===== src/rtl/aggregate_reducer_if.sv =====
// Bundle of command, FIFO read-port and result handshake signals for aggregate_reducer.
// The slave modport is the reducer's view; the master modport is the driving side.
interface aggregate_reducer_if #(
  parameter int WIDTH          = 8,
  parameter int ACC_WIDTH      = 24,
  parameter int LOG2_MAX_GROUP = 8
);
  logic                      start;
  logic [1:0]                op;
  logic [LOG2_MAX_GROUP:0]   group_len;
  logic                      busy;
  logic [WIDTH-1:0]          fifo_qout;
  logic                      fifo_empty;
  logic                      fifo_re;
  logic [ACC_WIDTH-1:0]      result;
  logic                      result_valid;
  logic                      result_ready;
  logic                      overflow;

  modport slave (
    input  start, op, group_len, fifo_qout, fifo_empty, result_ready,
    output busy, fifo_re, result, result_valid, overflow
  );

  modport master (
    output start, op, group_len, fifo_qout, fifo_empty, result_ready,
    input  busy, fifo_re, result, result_valid, overflow
  );
endinterface


===== src/rtl/aggregate_reducer.sv =====
// Pops group_len entries from a first-word-fall-through FIFO and reduces them
// (sum, max or min); the aggregate is offered on a valid/ready handshake.
module aggregate_reducer #(
  parameter int WIDTH          = 8,
  parameter int ACC_WIDTH      = 24,
  parameter int LOG2_MAX_GROUP = 8
) (
  input  logic            clk,
  input  logic            rst,
  aggregate_reducer_if.slave bus
);

  typedef enum logic [1:0] {
    IDLE   = 2'd0,
    ACCUM  = 2'd1,
    OUTPUT = 2'd2
  } state_t;

  localparam logic [1:0] OP_MAX = 2'd1;
  localparam logic [1:0] OP_MIN = 2'd2;
  localparam logic [LOG2_MAX_GROUP:0] ONE = (LOG2_MAX_GROUP+1)'(1);

  state_t                  state_reg;
  logic [1:0]              op_reg;
  logic [LOG2_MAX_GROUP:0] remaining_reg;
  logic [ACC_WIDTH-1:0]    acc_reg;
  logic [ACC_WIDTH-1:0]    result_reg;
  logic                    overflow_reg;
  logic                    busy_reg;
  logic                    valid_reg;

  logic                    pop;
  logic [ACC_WIDTH-1:0]    data_ext;
  logic [ACC_WIDTH:0]      sum_full;
  logic [ACC_WIDTH-1:0]    acc_next;
  logic                    overflow_next;
  logic [ACC_WIDTH-1:0]    identity;

  // Zero-extend the FIFO word to accumulator width bit by bit, so that
  // ACC_WIDTH == WIDTH needs no special case.
  genvar gi;
  generate
    for (gi = 0; gi < ACC_WIDTH; gi++) begin : g_ext
      if (gi < WIDTH) begin : g_bit
        assign data_ext[gi] = bus.fifo_qout[gi];
      end else begin : g_pad
        assign data_ext[gi] = 1'b0;
      end
    end
  endgenerate

  // Pop only in ACCUM while data is present and the group is unfinished.
  assign pop = (state_reg == ACCUM) && !bus.fifo_empty && (remaining_reg != '0);

  assign sum_full = {1'b0, acc_reg} + {1'b0, data_ext};
  assign identity = (bus.op == OP_MIN) ? '1 : '0;

  always_comb begin
    acc_next      = sum_full[ACC_WIDTH-1:0];
    overflow_next = overflow_reg | sum_full[ACC_WIDTH];
    case (op_reg)
      OP_MAX: begin
        acc_next      = (data_ext > acc_reg) ? data_ext : acc_reg;
        overflow_next = overflow_reg;
      end
      OP_MIN: begin
        acc_next      = (data_ext < acc_reg) ? data_ext : acc_reg;
        overflow_next = overflow_reg;
      end
      default: begin
        acc_next      = sum_full[ACC_WIDTH-1:0];
        overflow_next = overflow_reg | sum_full[ACC_WIDTH];
      end
    endcase
  end

  always_ff @(posedge clk) begin
    if (rst) begin
      state_reg     <= IDLE;
      op_reg        <= '0;
      remaining_reg <= '0;
      acc_reg       <= '0;
      result_reg    <= '0;
      overflow_reg  <= 1'b0;
      busy_reg      <= 1'b0;
      valid_reg     <= 1'b0;
    end else begin
      case (state_reg)
        IDLE: begin
          if (bus.start) begin
            op_reg        <= bus.op;
            remaining_reg <= bus.group_len;
            acc_reg       <= identity;
            overflow_reg  <= 1'b0;
            busy_reg      <= 1'b1;
            if (bus.group_len != '0) begin
              state_reg <= ACCUM;
            end else begin
              // Empty group reports the identity immediately.
              state_reg  <= OUTPUT;
              result_reg <= identity;
              valid_reg  <= 1'b1;
            end
          end
        end
        ACCUM: begin
          if (pop) begin
            acc_reg       <= acc_next;
            overflow_reg  <= overflow_next;
            remaining_reg <= remaining_reg - ONE;
            if (remaining_reg == ONE) begin
              state_reg  <= OUTPUT;
              result_reg <= acc_next;
              valid_reg  <= 1'b1;
            end
          end
        end
        OUTPUT: begin
          if (bus.result_ready) begin
            state_reg <= IDLE;
            valid_reg <= 1'b0;
            busy_reg  <= 1'b0;
          end
        end
        default: begin
          state_reg <= IDLE;
          valid_reg <= 1'b0;
          busy_reg  <= 1'b0;
        end
      endcase
    end
  end

  assign bus.fifo_re      = pop;
  assign bus.busy         = busy_reg;
  assign bus.result       = result_reg;
  assign bus.result_valid = valid_reg;
  assign bus.overflow     = overflow_reg;

endmodule

===== src/flat_wrapper.sv =====
// flat-port wrapper written by rule: the top's interface ports become plain ports
module aggregate_reducer_flat 
#(
  parameter int WIDTH          = 8,
  parameter int ACC_WIDTH      = 24,
  parameter int LOG2_MAX_GROUP = 8
)
  (clk, rst, bus_start, bus_op, bus_group_len, bus_fifo_qout, bus_fifo_empty, bus_result_ready, bus_busy, bus_fifo_re, bus_result, bus_result_valid, bus_overflow);
  aggregate_reducer_if #(.WIDTH(WIDTH), .ACC_WIDTH(ACC_WIDTH), .LOG2_MAX_GROUP(LOG2_MAX_GROUP)) bus_i ();
  input  logic clk;
  input  logic rst;
  input wire logic [$bits(bus_i.start)-1:0] bus_start;
  input wire logic [$bits(bus_i.op)-1:0] bus_op;
  input wire logic [$bits(bus_i.group_len)-1:0] bus_group_len;
  input wire logic [$bits(bus_i.fifo_qout)-1:0] bus_fifo_qout;
  input wire logic [$bits(bus_i.fifo_empty)-1:0] bus_fifo_empty;
  input wire logic [$bits(bus_i.result_ready)-1:0] bus_result_ready;
  output wire logic [$bits(bus_i.busy)-1:0] bus_busy;
  output wire logic [$bits(bus_i.fifo_re)-1:0] bus_fifo_re;
  output wire logic [$bits(bus_i.result)-1:0] bus_result;
  output wire logic [$bits(bus_i.result_valid)-1:0] bus_result_valid;
  output wire logic [$bits(bus_i.overflow)-1:0] bus_overflow;
  assign bus_i.start = bus_start;
  assign bus_i.op = bus_op;
  assign bus_i.group_len = bus_group_len;
  assign bus_i.fifo_qout = bus_fifo_qout;
  assign bus_i.fifo_empty = bus_fifo_empty;
  assign bus_i.result_ready = bus_result_ready;
  assign bus_busy = bus_i.busy;
  assign bus_fifo_re = bus_i.fifo_re;
  assign bus_result = bus_i.result;
  assign bus_result_valid = bus_i.result_valid;
  assign bus_overflow = bus_i.overflow;
  aggregate_reducer #(.WIDTH(WIDTH), .ACC_WIDTH(ACC_WIDTH), .LOG2_MAX_GROUP(LOG2_MAX_GROUP)) u_core (.clk(clk), .rst(rst), .bus(bus_i));
endmodule

===== config.mk =====
export PLATFORM = sky130hd
export DESIGN_NAME = aggregate_reducer_flat
export DESIGN_NICKNAME = d
export VERILOG_FILES = /design/src/rtl/aggregate_reducer_if.sv /design/src/rtl/aggregate_reducer.sv /design/src/flat_wrapper.sv
export SDC_FILE = /design/constraint.sdc
export NUM_CORES = 1
export LEC_CHECK = 0
export BUFFER_PORTS_ARGS = -buffer_cell sky130_fd_sc_hd__buf_2
export CAP_MARGIN = 30
export CORE_MARGIN = 5
export CORE_UTILIZATION = 48
export CTS_CLUSTER_SIZE = 24
export DETAILED_ROUTE_END_ITERATION = 8
export PLACE_DENSITY_LB_ADDON = 0.1
export SKIP_CTS_REPAIR_TIMING = 1
export SLEW_MARGIN = 15
export SYNTH_ARGS = -nofsm -noshare
export SYNTH_HDL_FRONTEND = slang
export SYNTH_SLANG_ARGS = --single-unit

===== constraint.sdc =====
create_clock -name clk -period 2.4 [get_ports clk]
set_input_delay 0.36 -clock clk [delete_from_list [all_inputs] [get_ports clk]]
set_output_delay 0.36 -clock clk [all_outputs]
set_load 0.01 [all_outputs]

==> flow_summary.ini <==
[setup_path]
cp.arrival_ps = 2720
start_kind = flip-flop
critPathCaptureType = flip-flop
worstPathRequired_ps = 2660
path_max_fanout = 5
critical_path_class = reg2reg

[drt]
wire_per_inst_um = 18.5
firstDrtPassIters = 5
routed_wl_mm = 14.1
drc = 0
vias = 4699
viasPerCell = 6.17
initialDrtViolationCount = 311
ant_nets = 0

[run_status]
violations = setup timing
status = finished, violations left

[floorplanning]
die-area_sq_um = 10900
placementRows = 34
pin_count = 52
core_sq_um = 8680
initial_core_util_pct = 49.1
die_w_um = 104
fp.dieH_um = 104

[placement]
placed_area_sq_um = 4990
routabilityCongestion = 0.897
dp_cells = 731
io_buffer_count = 51
post-dp-hpwl_mm = 9.78

[clocking]
cts_tree = yes
h-tree-depth = 3
clk_pin_slew_ps = 80
clock_sinks = 64
clk_latency_ps = 360
cts_buffers = 9
root_buffer = clkbuf_8
cts.path.max_buffers = 2

[final_layout]
final_cells = 762
nets = 695
fillCellCount = 771
finalInstanceArea_sq_um = 5590
syn_to_final_growth_pct = 31.4
drive_above_1_share_pct = 33.0
antenna_cells = 0

[timing]
slew_headroom_pct = 58.9
worst_slew_pin_slew_ps = 617
finalHoldViolCount = 0
rsz0062_at_grt = true
fin_ws_ps = -51.8
drv_slew = 0
skew_ps = 11.0
fin_crit_sh_pct = 102
max_freq_mhz = 408
setup-violations-final = 7
min_period_ps = 2450

[global_routing]
grt_pass1_wl_mm = 22.1
antenna_found_initial = 0
grt_max_degree = 23
first_global_vias = 4451
overflow = 0
gr-usage-all-layers_pct = 24.4

[power]
clkPwrFrac_pct = 31.1
switchingPower_mw = 1.09
p_comb_share_pct = 30.7
sequentialPowerShare_pct = 38.3
power_density_nw_per_um2 = 557
power.internal_mw = 2.03
power.leakage_nw = 2.19
peakVddDrop_mv = 0.325
switching_share_pct = 34.9

[yosys]
yosys.area.top_type_share_pct = 30.1
ys.flop_type = dfxtp_1
netlist_area_sq_um = 4260
syn_nets = 581
synth_cells = 536
ys_top_cells_by_area = dfxtp_1, ha_1, nor2_1, o21ai_0, a21oi_1
yosys.area.top_type = dfxtp_1
synth-async-reset-ratio_pct = 0
synth_cell_types = 77
yosys_warnings = 0
synth-edff-count = 0
synth_area_per_cell_sq_um = 7.94
synth_seq_cells = 64
synth_seq_area_share_pct = 30.1

[worst_hold_path]
hp-class = in2reg

[job]
maxCapViolCount = 0
[layout by cell type, fill, tap and decap left out, types with 15 or more instances in the layout]
master   instances
a21oi_1         29
a31oi_1         20
buf_2           51
buf_4           80
dfxtp_1         62
ha_1            15
inv_1           25
nand2_1         25
nand3_1         17
nor2_1          60
o21ai_0         37
[power groups by stage]
| stage | combinational [mW] | clock [mW] | sequential [mW] |
|---|---|---|---|
| after floorplan | 0.514 | 0 | 1.20 |
| after global placement | 0.778 | 0 | 1.21 |
| after detailed placement | 0.798 | 0 | 1.21 |
| after CTS | 0.802 | 0.966 | 1.19 |
| after global routing | 1.03 | 1.02 | 1.20 |
| final | 0.956 | 0.968 | 1.19 |
[path summary, 6_finish.rpt]
kind                                         from                                    to  slack, ps  cells after the start
min reg2reg  u_core.bus.result_valid$_SDFFE_PP0P_  u_core.bus.result_valid$_SDFFE_PP0P_        490                      2
max                u_core.acc_reg[1]$_SDFFE_PP0P_     u_core.bus.result[1]$_SDFFE_PP0P_        -50                     10
min                                     bus_op[0]         u_core.op_reg[0]$_SDFFE_PP0P_        280                      3
max reg2reg        u_core.acc_reg[1]$_SDFFE_PP0P_     u_core.bus.result[1]$_SDFFE_PP0P_        -50                     10
[per-layer routing]
layer  up-vias  wire length, um  GRT usage [%]
li1       2253                -              -
met1      2235             6220           32.2
met2       185             6620           39.6
met3        26              984           5.03
met4         0              245           8.05
met5         -                0              0
[layout make-up]
type	instances	area, sq um	share of cell area [%]
Sequential cell	64	1280	22.9
Clock buffer	12	145	2.59
Timing Repair Buffer	134	890	15.9
Multi-Input combinational cell	414	2990	53.5
Tap cell	108	135	2.42
Clock inverter	3	42.5	0.760
Inverter	27	104	1.86
[cells by family after synthesis]
logic type               share of synthesized area (%)
flip-flops                                        30.1
XOR/XNOR                                          1.03
multiplexers                                      1.03
buffers and inverters                             6.26
adder cells (fa/ha/maj)                           6.35
AO/OA/AOI/OAI                                     32.6
AND/OR/NAND/NOR                                   22.7
[through the flow]
step | setup TNS (ps) | setup WS, ps | utilization, % | power, mW | hold slack [ps]
after floorplan | 0 | 154 | - | 1.71 | 479
after global placement | -1960 | -139 | 57.5 | 1.99 | 461
after detailed placement | -4630 | -214 | 57.5 | 2.01 | 476
after CTS | -1630 | -147 | 59.6 | 2.95 | 276
after global routing | -2130 | -146 | 64.5 | 3.25 | 304
final | -166 | -51.8 | 64.5 | 3.12 | 278
[critical path: stages (launching register included)]
cell,delay [ps]
dfxtp_2,360
inv_4,40
ha_4,230
nor2b_4,120
o211ai_1,370
a21oi_4,160
o21ai_4,200
mux2i_4,350
buf_4,160
a311oi_2,110
a211oi_1,240
[synth_stat cells (3+ instances only)]
| cell type | count |
|---|---|
| buf_4 | 6 |
| a21oi_1 | 31 |
| and3_1 | 3 |
| o22ai_1 | 9 |
| nand3_1 | 17 |
| inv_1 | 27 |
| nor3b_1 | 4 |
| dfxtp_1 | 64 |
| and4_1 | 3 |
| nor2b_1 | 5 |
| nand2_1 | 27 |
| a31oi_1 | 21 |
| a22oi_1 | 10 |
| or3_1 | 5 |
| nor3_1 | 10 |
| nor2_1 | 62 |
| a211oi_1 | 15 |
| o32ai_1 | 5 |
| buf_2 | 9 |
| nand4_1 | 9 |
| o211ai_1 | 10 |
| o41ai_1 | 4 |
| a311oi_1 | 3 |
| ha_1 | 20 |
| nor4_1 | 14 |
| or2_1 | 3 |
| o21ai_0 | 45 |
| o21bai_1 | 5 |
| clkbuf_1 | 12 |
| xnor2_1 | 4 |
| o21ai_1 | 7 |
| nand2b_1 | 7 |
Note: power is estimated with default switching activity, not from simulation.
